File: src/rtl/seg_frame_rx.sv
// Seven-beat 7-segment frame receiver: decodes time value, date, month, day.
// Optional date/month range rejection under SEG_FRAME_RX_RANGE_CHK_EN.
module seg_frame_rx #(
    parameter int GAP_MAX = 15
) (
    input  logic       clk,
    input  logic       rst,
    input  logic       seg_valid,
    input  logic       sof,
    input  logic [6:0] seg_in,
    output logic [6:0] bin_out,
    output logic [5:0] date_out,
    output logic [4:0] month_out,
    output logic [2:0] day_out,
    output logic       out_valid,
    output logic       err,
    output logic       abort,
    output logic       busy
);

    localparam int GW = (GAP_MAX < 2) ? 1 : $clog2(GAP_MAX + 1);

    typedef enum logic [1:0] {
        IDLE,
        COLLECT,
        DONE
    } state_t;

    state_t        state;
    logic [2:0]    slot;
    logic [GW-1:0] gap_cnt;
    logic          err_lat;

    logic [3:0] d0, d1, d2, d3, d4, d5;

    logic       start;
    logic       accept;
    logic [2:0] beat_slot;
    logic [4:0] dec;
    logic       blank;
    logic [3:0] digit;
    logic       beat_bad;
    logic [6:0] bin_v;
    logic [6:0] date_v;
    logic [6:0] mon_v;
    logic       range_bad;
    logic       frame_bad;

    // Returns {legal, digit}; blank is handled by the caller.
    function automatic logic [4:0] seg_dec(input logic [6:0] p);
        case (p)
            7'h7E:   seg_dec = {1'b1, 4'd0};
            7'h30:   seg_dec = {1'b1, 4'd1};
            7'h6D:   seg_dec = {1'b1, 4'd2};
            7'h79:   seg_dec = {1'b1, 4'd3};
            7'h33:   seg_dec = {1'b1, 4'd4};
            7'h5B:   seg_dec = {1'b1, 4'd5};
            7'h5F:   seg_dec = {1'b1, 4'd6};
            7'h70:   seg_dec = {1'b1, 4'd7};
            7'h7F:   seg_dec = {1'b1, 4'd8};
            7'h7B:   seg_dec = {1'b1, 4'd9};
            default: seg_dec = 5'd0;
        endcase
    endfunction

    function automatic logic [6:0] tu(input logic [3:0] t,
                                      input logic [3:0] u);
        tu = {3'd0, t} * 7'd10 + {3'd0, u};
    endfunction

    always_comb begin
        start  = seg_valid && sof;
        accept = seg_valid && (sof || state == COLLECT);
        beat_slot = (state == COLLECT && !sof) ? slot : 3'd0;
        dec   = seg_dec(seg_in);
        blank = (seg_in == 7'd0);
        digit = blank ? 4'd0 : dec[3:0];
        // Blank is only legal in the odd (tens) slots 1, 3 and 5.
        if (blank)
            beat_bad = !beat_slot[0];
        else
            beat_bad = !dec[4] ||
                       (beat_slot == 3'd6 && dec[3:0] > 4'd6);
        bin_v  = tu(d1, d0);
        date_v = tu(d3, d2);
        mon_v  = tu(d5, d4);
    end

`ifdef SEG_FRAME_RX_RANGE_CHK_EN
    assign range_bad = (date_v == 7'd0) || (date_v > 7'd31) ||
                       (mon_v == 7'd0) || (mon_v > 7'd12);
`else
    logic unused_hi;
    assign unused_hi = ^{date_v[6], mon_v[6:5]};
    assign range_bad = 1'b0;
`endif

    assign frame_bad = err_lat || beat_bad || range_bad;
    assign busy      = (state == COLLECT);

    always_ff @(posedge clk or posedge rst) begin
        if (rst) begin
            d0 <= 4'd0;
            d1 <= 4'd0;
            d2 <= 4'd0;
            d3 <= 4'd0;
            d4 <= 4'd0;
            d5 <= 4'd0;
        end else if (accept) begin
            case (beat_slot)
                3'd0:    d0 <= digit;
                3'd1:    d1 <= digit;
                3'd2:    d2 <= digit;
                3'd3:    d3 <= digit;
                3'd4:    d4 <= digit;
                3'd5:    d5 <= digit;
                default: ;
            endcase
        end
    end

    always_ff @(posedge clk or posedge rst) begin
        if (rst) begin
            state     <= IDLE;
            slot      <= 3'd0;
            gap_cnt   <= '0;
            err_lat   <= 1'b0;
            bin_out   <= 7'd0;
            date_out  <= 6'd0;
            month_out <= 5'd0;
            day_out   <= 3'd0;
            out_valid <= 1'b0;
            err       <= 1'b0;
            abort     <= 1'b0;
        end else begin
            out_valid <= 1'b0;
            err       <= 1'b0;
            abort     <= 1'b0;
            case (state)
                IDLE, DONE: begin
                    gap_cnt <= '0;
                    if (start) begin
                        err_lat <= beat_bad;
                        slot    <= 3'd1;
                        state   <= COLLECT;
                    end else begin
                        state <= IDLE;
                    end
                end
                COLLECT: begin
                    if (start) begin
                        abort   <= 1'b1;
                        err_lat <= beat_bad;
                        slot    <= 3'd1;
                        gap_cnt <= '0;
                    end else if (seg_valid) begin
                        gap_cnt <= '0;
                        if (slot == 3'd6) begin
                            state <= DONE;
                            slot  <= 3'd0;
                            if (frame_bad) begin
                                err <= 1'b1;
                            end else begin
                                out_valid <= 1'b1;
                                bin_out   <= bin_v;
                                date_out  <= date_v[5:0];
                                month_out <= mon_v[4:0];
                                day_out   <= digit[2:0];
                            end
                        end else begin
                            err_lat <= err_lat || beat_bad;
                            slot    <= slot + 3'd1;
                        end
                    end else if (gap_cnt == GW'(GAP_MAX - 1)) begin
                        abort   <= 1'b1;
                        state   <= IDLE;
                        slot    <= 3'd0;
                        gap_cnt <= '0;
                    end else begin
                        gap_cnt <= gap_cnt + 1'b1;
                    end
                end
                default: state <= IDLE;
            endcase
        end
    end

endmodule

File: config.mk
export PLATFORM = sky130hd
export DESIGN_NAME = seg_frame_rx
export DESIGN_NICKNAME = d
export VERILOG_FILES = /design/src/rtl/seg_frame_rx.sv
export SDC_FILE = /design/constraint.sdc
export NUM_CORES = 1
export LEC_CHECK = 0
export ABC_AREA = 0
export CAP_MARGIN = 20
export CORE_ASPECT_RATIO = 1.25
export CORE_MARGIN = 2
export CORE_UTILIZATION = 54
export DETAILED_ROUTE_END_ITERATION = 8
export DONT_BUFFER_PORTS = 1
export PLACE_DENSITY = 0.72
export SLEW_MARGIN = 20
export SYNTH_ARGS = -nofsm -noshare
export SYNTH_HDL_FRONTEND = slang
export SYNTH_SLANG_ARGS = --single-unit
File: constraint.sdc
create_clock -name clk -period 1.98 [get_ports clk]
set_input_delay 0.198 -clock clk [delete_from_list [all_inputs] [get_ports clk]]
set_output_delay 0.198 -clock clk [all_outputs]
set_load 0.02 [all_outputs]
==> results of run 1 <==
worst paths after layout:
kind | cells after the start | slack (ns) | from | endpoint
max in group asynchronous | 3 | 1.07 | rst | month_out[3]
min reg2reg | 1 | 0.50 | err_lat | out_valid
min | 2 | 0.03 | seg_valid | abort
min in group asynchronous | 2 | 0.36 | rst | date_out[3]
max reg2reg | 7 | 0.003 | d1[3] | bin_out[6]
max | 7 | 0.003 | d1[3] | bin_out[6]
per-layer routing:
layer  GRT usage, %  share of wire (%)  vias to the layer above
met4           7.27                1.4                        0
met1           24.0                 44                     1072
li1               -                  -                     1007
met2           30.9                 51                       39
met3           3.79                3.2                        7
met5              0                  0                        -
power groups by stage:
stage / logic, mW / registers [mW] / clock network (mW)
2_1_floorplan: 0.214 / 1.28 / 0
3_3_place_gp: 0.270 / 1.28 / 0
3_5_place_dp: 0.278 / 1.28 / 0
4_1_cts: 0.281 / 1.26 / 0.941
5_1_grt: 0.314 / 1.26 / 1.01
6_report: 0.279 / 1.26 / 0.914
what timing repair did:
action	in CTS	in global routing
setup endpoints to repair	1	2
hold buffers	1	0
setup buffers	0	1
cloned	0	0
gates resized for setup	1	2
endpoints found under the hold margin	21	0
pin swaps	0	1
area by class of cell:
class,count,area share [%]
multi-input combinational,189,46.6
sequential,58,40.4
timing repair buffer,18,4.53
clock buffer,13,4.42
tap,66,2.30
inverter,17,1.78
registers in the layout, summed over array words and instances, names as in the netlist, 2 cells and up:
| name | flops |
|---|---|
| gap_cnt | 4 |
| date_out | 6 |
| d1 | 4 |
| bin_out | 7 |
| slot | 3 |
| d2 | 4 |
| d5 | 4 |
| state | 2 |
| d4 | 4 |
| d3 | 4 |
| day_out | 3 |
| month_out | 5 |
| d0 | 4 |
metrics by stage:
stage,utilization [%],worst slack [ns]
global route,61.7,-0.0750
finish,61.7,0.00257
CTS,61.4,-0.00636
detailed placement,58.5,-0.0194
global placement,58.5,0.0251
floorplan,-,0.00705
critical path: cells and delay by family, from the launching register on:
family	cells	cell delay, ns
adder cells (fa/ha/maj)	3	0.99
AND/OR/NAND/NOR	2	0.16
flip-flops	1	0.39
XOR/XNOR	1	0.07
multiplexers	1	0.25
synth_stat cells, types with 2 or more instances:
cell type	instances	area [µm²]
inv_1	17	63.8
nand2b_1	2	12.5
nor4_1	3	18.8
o21ai_0	13	65.1
a21oi_1	11	55.1
a21o_1	4	30.0
nor3b_1	2	15.0
mux2i_1	3	30.0
buf_12	2	40.0
mux2_2	23	259
nor3_1	2	10.0
nand3_1	11	55.1
nor2b_1	5	31.3
a32oi_1	2	17.5
nand2_1	13	48.8
ha_1	18	225
mux2_4	17	255
buf_2	6	30.0
dfrtp_1	58	1450
fa_1	4	80.1
nand3b_1	4	30.0
nor2_1	11	41.3
xnor2_1	15	131
cell families after synthesis:
kind of cell | after synthesis | synth area share [%]
AO/OA/AOI/OAI | 40 | 8.06
adder cells (fa/ha/maj) | 22 | 9.36
AND/OR/NAND/NOR | 69 | 12.8
XOR/XNOR | 15 | 4.03
multiplexers | 43 | 16.7
flip-flops | 58 | 44.5
buffers and inverters | 27 | 4.57
==> flow_metrics.env, run 1 <==
export IMPL_switching_share_pct=24.2
export IMPL_drive_gt1_share_pct=28.5
export IMPL_yosys_warnings=0
export IMPL_switchingPower_mw=0.593
export IMPL_hpwl_um=4120
export IMPL_first_pass_iters=4
export IMPL_core_region_area_um2=5820
export IMPL_synthCells=274
export IMPL_grt_pass1_vias=2130
export IMPL_yosysSeqAreaShare_pct=44.5
export IMPL_status="finished clean"
export IMPL_cts_buffers=9
export IMPL_fin_crit_ns=1.98
export IMPL_ys_seq_elements=58
export IMPL_arrival_ns=2.18
export IMPL_p_per_area_nw_per_um2=683
export IMPL_synth_edf_count=0
export IMPL_ant_nets=0
export IMPL_dieArea_um2=6680
export IMPL_htreeDepth=3
export IMPL_fillCellCount=478
export IMPL_required_ns=2.18
export IMPL_synth_cell_types=51
export IMPL_die_h_um=90.9
export IMPL_start_kind="flop"
export IMPL_gp_congestion=0.817
export IMPL_hold_class="input pin to flop"
export IMPL_clockPowerShare_pct=37.3
export IMPL_antenna_found_initial=0
export IMPL_syn_num_nets=307
export IMPL_vias=2125
export IMPL_internal_power_mw=1.86
export IMPL_whs_ns=0.0345
export IMPL_max_freq_mhz=506
export IMPL_cts_reportedPaths_clkPinSlew_ns=0.06
export IMPL_slowest_delay_ns=0.49
export IMPL_worstSetupPathType="flop to flop"
export IMPL_io_pins=36
export IMPL_syn_avg_cell_area_um2=11.9
export IMPL_antennaDiodeCount=0
export IMPL_max_cap_violations=0
export IMPL_cp_slowest_cell="fa_1"
export IMPL_die_x_um=73.5
export IMPL_vdd_ir_drop_max_v=0.000465
export IMPL_pwr_share_seq_pct=51.4
export IMPL_finClkSkew_ns=0.00535
export IMPL_num_rows=31
export IMPL_dpl_cell_count=346
export IMPL_rsz0062_at_grt="true"
export IMPL_seq_area_um2=1450
export IMPL_ys_flop_type="dfrtp_1"
export IMPL_layout_common_cells="dfrtp_1 (58), mux2_2 (23), mux2_4 (17), ha_1 (17), inv_1 (16)"
export IMPL_postSynth_asyncResetShare_pct=100
export IMPL_layout_cells_non_filler=361
export IMPL_end_kind="flop"
export IMPL_final_hold_violation_count=0
export IMPL_via_per_inst=5.89
export IMPL_pwr_share_comb_pct=11.4
export IMPL_cts_tree="done"
export IMPL_slew_limit_headroom_pct=67.4
export IMPL_clk_latency_ns=0.32
export IMPL_start_util_pct=56.0
export IMPL_setup_viol_count_final=0
export IMPL_layout_commonest_cell="dfrtp_1"
export IMPL_syn_cell_area_um2=3260
export IMPL_p_leak_nw=1.79
export IMPL_wl_per_cell_um=15.9
export IMPL_placed_area_um2=3400
export IMPL_tightest_slew_ns=0.488
export IMPL_fin_tns_setup_ns=0
export IMPL_drc=0
export IMPL_area_growth_pct=10.2
export IMPL_post_route_period_util_pct=99.9
export IMPL_clk_path_buf_depth=2
export IMPL_totalWireLength_um=5740
export IMPL_grt_pass1_wl_um=9790
export IMPL_final_cell_area_um2=3590
export IMPL_port_buffers=0
export IMPL_cts_root_buf="clkbuf_8"
export IMPL_path_cells="ha_1, ha_2, fa_1, nand2_1, nor2_2, xnor2_1, mux2_4"
export IMPL_fin_total_pwr_mw=2.45
export IMPL_multiInputGateArea_um2=1670
export IMPL_grt_start_max_net_pins=26
export IMPL_grt_overflow_total=0
export IMPL_first_iter_violations=55
export IMPL_clock_sinks=58
export IMPL_grtUsageTotal_pct=18.8
export IMPL_final_max_slew_viol_count=0
export IMPL_fin_nets=326
export IMPL_critPathMaxFanout=2
No activity file was read; power rests on OpenSTA's default activity.
==> run 2: changes to the inputs <==
--- a/config.mk
+++ b/config.mk
@@ -12,7 +12,9 @@
 export CORE_UTILIZATION = 54
 export DETAILED_ROUTE_END_ITERATION = 8
 export DONT_BUFFER_PORTS = 1
+export GPL_TIMING_DRIVEN = 0
 export PLACE_DENSITY = 0.72
+export REMOVE_ABC_BUFFERS = 1
 export SLEW_MARGIN = 20
 export SYNTH_ARGS = -nofsm -noshare
 export SYNTH_HDL_FRONTEND = slang
==> run 2 against run 1 <==
Worst setup slack worse by 0.015 ns. Design area is 1.4% higher. Critical path depth unchanged. Clock skew grew 0.0035 ns. Highest routed layer unchanged. Sequential power about the same. Fmax fell by 0.75%. The run now ends with setup timing left. Critical path type unchanged. Final cell count shrank 0.28%. Non-clock buffer count fell by 6. Register-to-register slack hardly changed.
==> flow_metrics.env, run 2 (synthesis results as in run 1) <==
export IMPL_finClkSkew_ns=0.00888
export IMPL_largest_register="bin_out"
export IMPL_post_route_period_util_pct=101
export IMPL_grt_start_max_net_pins=59
export IMPL_status="finished with violations"
export IMPL_p_per_area_nw_per_um2=725
export IMPL_num_rows=31
export IMPL_vdd_ir_drop_max_v=0.000629
export IMPL_drc=0
export IMPL_start_util_pct=56.0
export IMPL_setup_viol_count_final=1
export IMPL_placed_area_um2=3260
export IMPL_io_pins=36
export IMPL_antennaDiodeCount=0
export IMPL_fin_nets=322
export IMPL_drive_gt1_share_pct=31.0
export IMPL_final_max_slew_viol_count=0
export IMPL_die_h_um=90.9
export IMPL_required_ns=2.20
export IMPL_min_to="state[0]"
export IMPL_top_layer="met4"
export IMPL_grt_pass1_vias=2109
export IMPL_gp_congestion=0.767
export IMPL_largestRegisters="bin_out (7), date_out (6), month_out (5)"
export IMPL_clk_path_buf_depth=2
export IMPL_whs_path_depth=2
export IMPL_final_hold_violation_count=0
export IMPL_clk_latency_ns=0.34
export IMPL_reg2reg_to="bin_out[6]"
export IMPL_wl_met1_um=2810
export IMPL_final_cell_area_um2=3640
export IMPL_p_leak_nw=1.79
export IMPL_ant_nets=0
export IMPL_grtUsageTotal_pct=20.3
export IMPL_route_met3_wl_um=218
export IMPL_critPathMaxFanout=2
export IMPL_fin_tns_setup_ns=-0.0123
export IMPL_layout_commonest_cell="dfrtp_1"
export IMPL_worstSetupPathType="flop to flop"
export IMPL_arrival_ns=2.21
export IMPL_cts_buffers=9
export IMPL_end_kind="flop"
export IMPL_hold_class="input pin to flop"
export IMPL_grt_overflow_total=0
export IMPL_reg2regPathDepth=7
export IMPL_layout_common_cells="dfrtp_1 (54), mux2_2 (23), mux2_4 (17)"
export IMPL_clock_sinks=58
export IMPL_antenna_found_initial=0
export IMPL_max_cap_violations=0
export IMPL_max_freq_mhz=502
export IMPL_dieArea_um2=6680
export IMPL_die_x_um=73.5
export IMPL_fin_crit_ns=1.99
export IMPL_cts_reportedPaths_clkPinSlew_ns=0.07
export IMPL_largest_register_ffs=7
export IMPL_multiInputGateArea_um2=1730
export IMPL_vias=2089
export IMPL_rrSetupSlack_ns=-0.01
export IMPL_cts_tree="done"
export IMPL_violations="setup timing"
export IMPL_fin_ws_ns=-0.0123
export IMPL_first_pass_iters=4
export IMPL_via_per_inst=5.80
export IMPL_reg2reg_from="d1[3]"
export IMPL_first_iter_violations=94
export IMPL_slew_limit_headroom_pct=53.0
export IMPL_area_growth_pct=11.7
export IMPL_fillCellCount=449
export IMPL_totalWireLength_um=6320
export IMPL_grt_pass1_wl_um=10300
export IMPL_hp_start="seg_valid"
export IMPL_hpwl_um=3930
export IMPL_seq_area_um2=1460
export IMPL_htreeDepth=3
export IMPL_rsz0062_at_grt="true"
export IMPL_port_buffers=0
export IMPL_start_kind="flop"
export IMPL_core_region_area_um2=5820
export IMPL_tightest_slew_ns=0.704
export IMPL_cts_root_buf="clkbuf_8"
export IMPL_critical_path_startpoint="d1[3]"
export IMPL_wl_met2_um=3180
export IMPL_wl_per_cell_um=17.5
==> run 2: cell types whose count changed in the layout (fill, tap and decap cells not counted), moves of 3 or more <==
cell      before  now
buf_4         15   10
dfrtp_1       58   54
dfrtp_2        0    4
clkinv_2       0    3
==> run 2: power by group <==
| group | switching, mW | internal, mW | total (mW) |
|---|---|---|---|
| clock | 0.465 | 0.642 | 1.11 |
| sequential | 0.0570 | 1.23 | 1.29 |
| combinational | 0.133 | 0.114 | 0.246 |
| total | 0.654 | 1.99 | 2.64 |
==> run 2: layout make-up <==
class | count | share of cell area (%)
multi-input combinational | 191 | 47.4
clock buffer | 11 | 4.16
timing repair buffer | 12 | 2.89
inverter | 17 | 1.82
tap | 66 | 2.27
clock inverter | 5 | 1.44
sequential | 58 | 40.0
==> run 2: worst max-delay path, cell delays in order, from the launching register on <==
cell and delay [ns]:
dfrtp_1 0.43, ha_4 0.27, ha_4 0.15, fa_1 0.50, nand2_1 0.07, nor2_2 0.09, xnor2_1 0.10, mux2_4 0.27
==> run 2: per-stage QoR <==
step	total power [mW]	hold WS [ns]	cells	setup slack (ns)	util, %
4_1_cts	2.65	0.00634	355	-0.0301	61.8
6_report	2.64	0.0131	360	-0.0123	62.6
5_1_grt	2.77	0.0467	360	-0.0582	62.6
3_5_place_dp	1.53	0.232	330	-0.183	56.0
2_1_floorplan	1.47	0.346	264	0.00710	-
3_3_place_gp	1.51	0.364	330	-0.216	56.0
==> run 2: worst max-delay path by stage <==
stage	endpoint	slack [ns]	depth (start not counted)
global placement	bin_out[0]	-0.22	1
floorplan	bin_out[6]	0.007	7
finish	bin_out[6]	-0.01	7
CTS	bin_out[6]	-0.03	7
global route	bin_out[6]	-0.06	7
detailed placement	date_out[5]	-0.18	5
==> run 2: timing repair <==
item | in CTS | in global routing
cloned | 2 | 0
hold endpoints to repair | 58 | 0
pin swaps | 7 | 5
hold buffers | 1 | 0
gates resized for setup | 6 | 5
endpoints found under the setup margin | 20 | 20
setup buffers | 6 | 5
==> run 2: metal layers <==
metal	track usage (%)	vias to the layer above
met5	0	-
met3	5.02	12
li1	-	1007
met1	25.5	1032
met2	32.3	38
met4	9.09	0
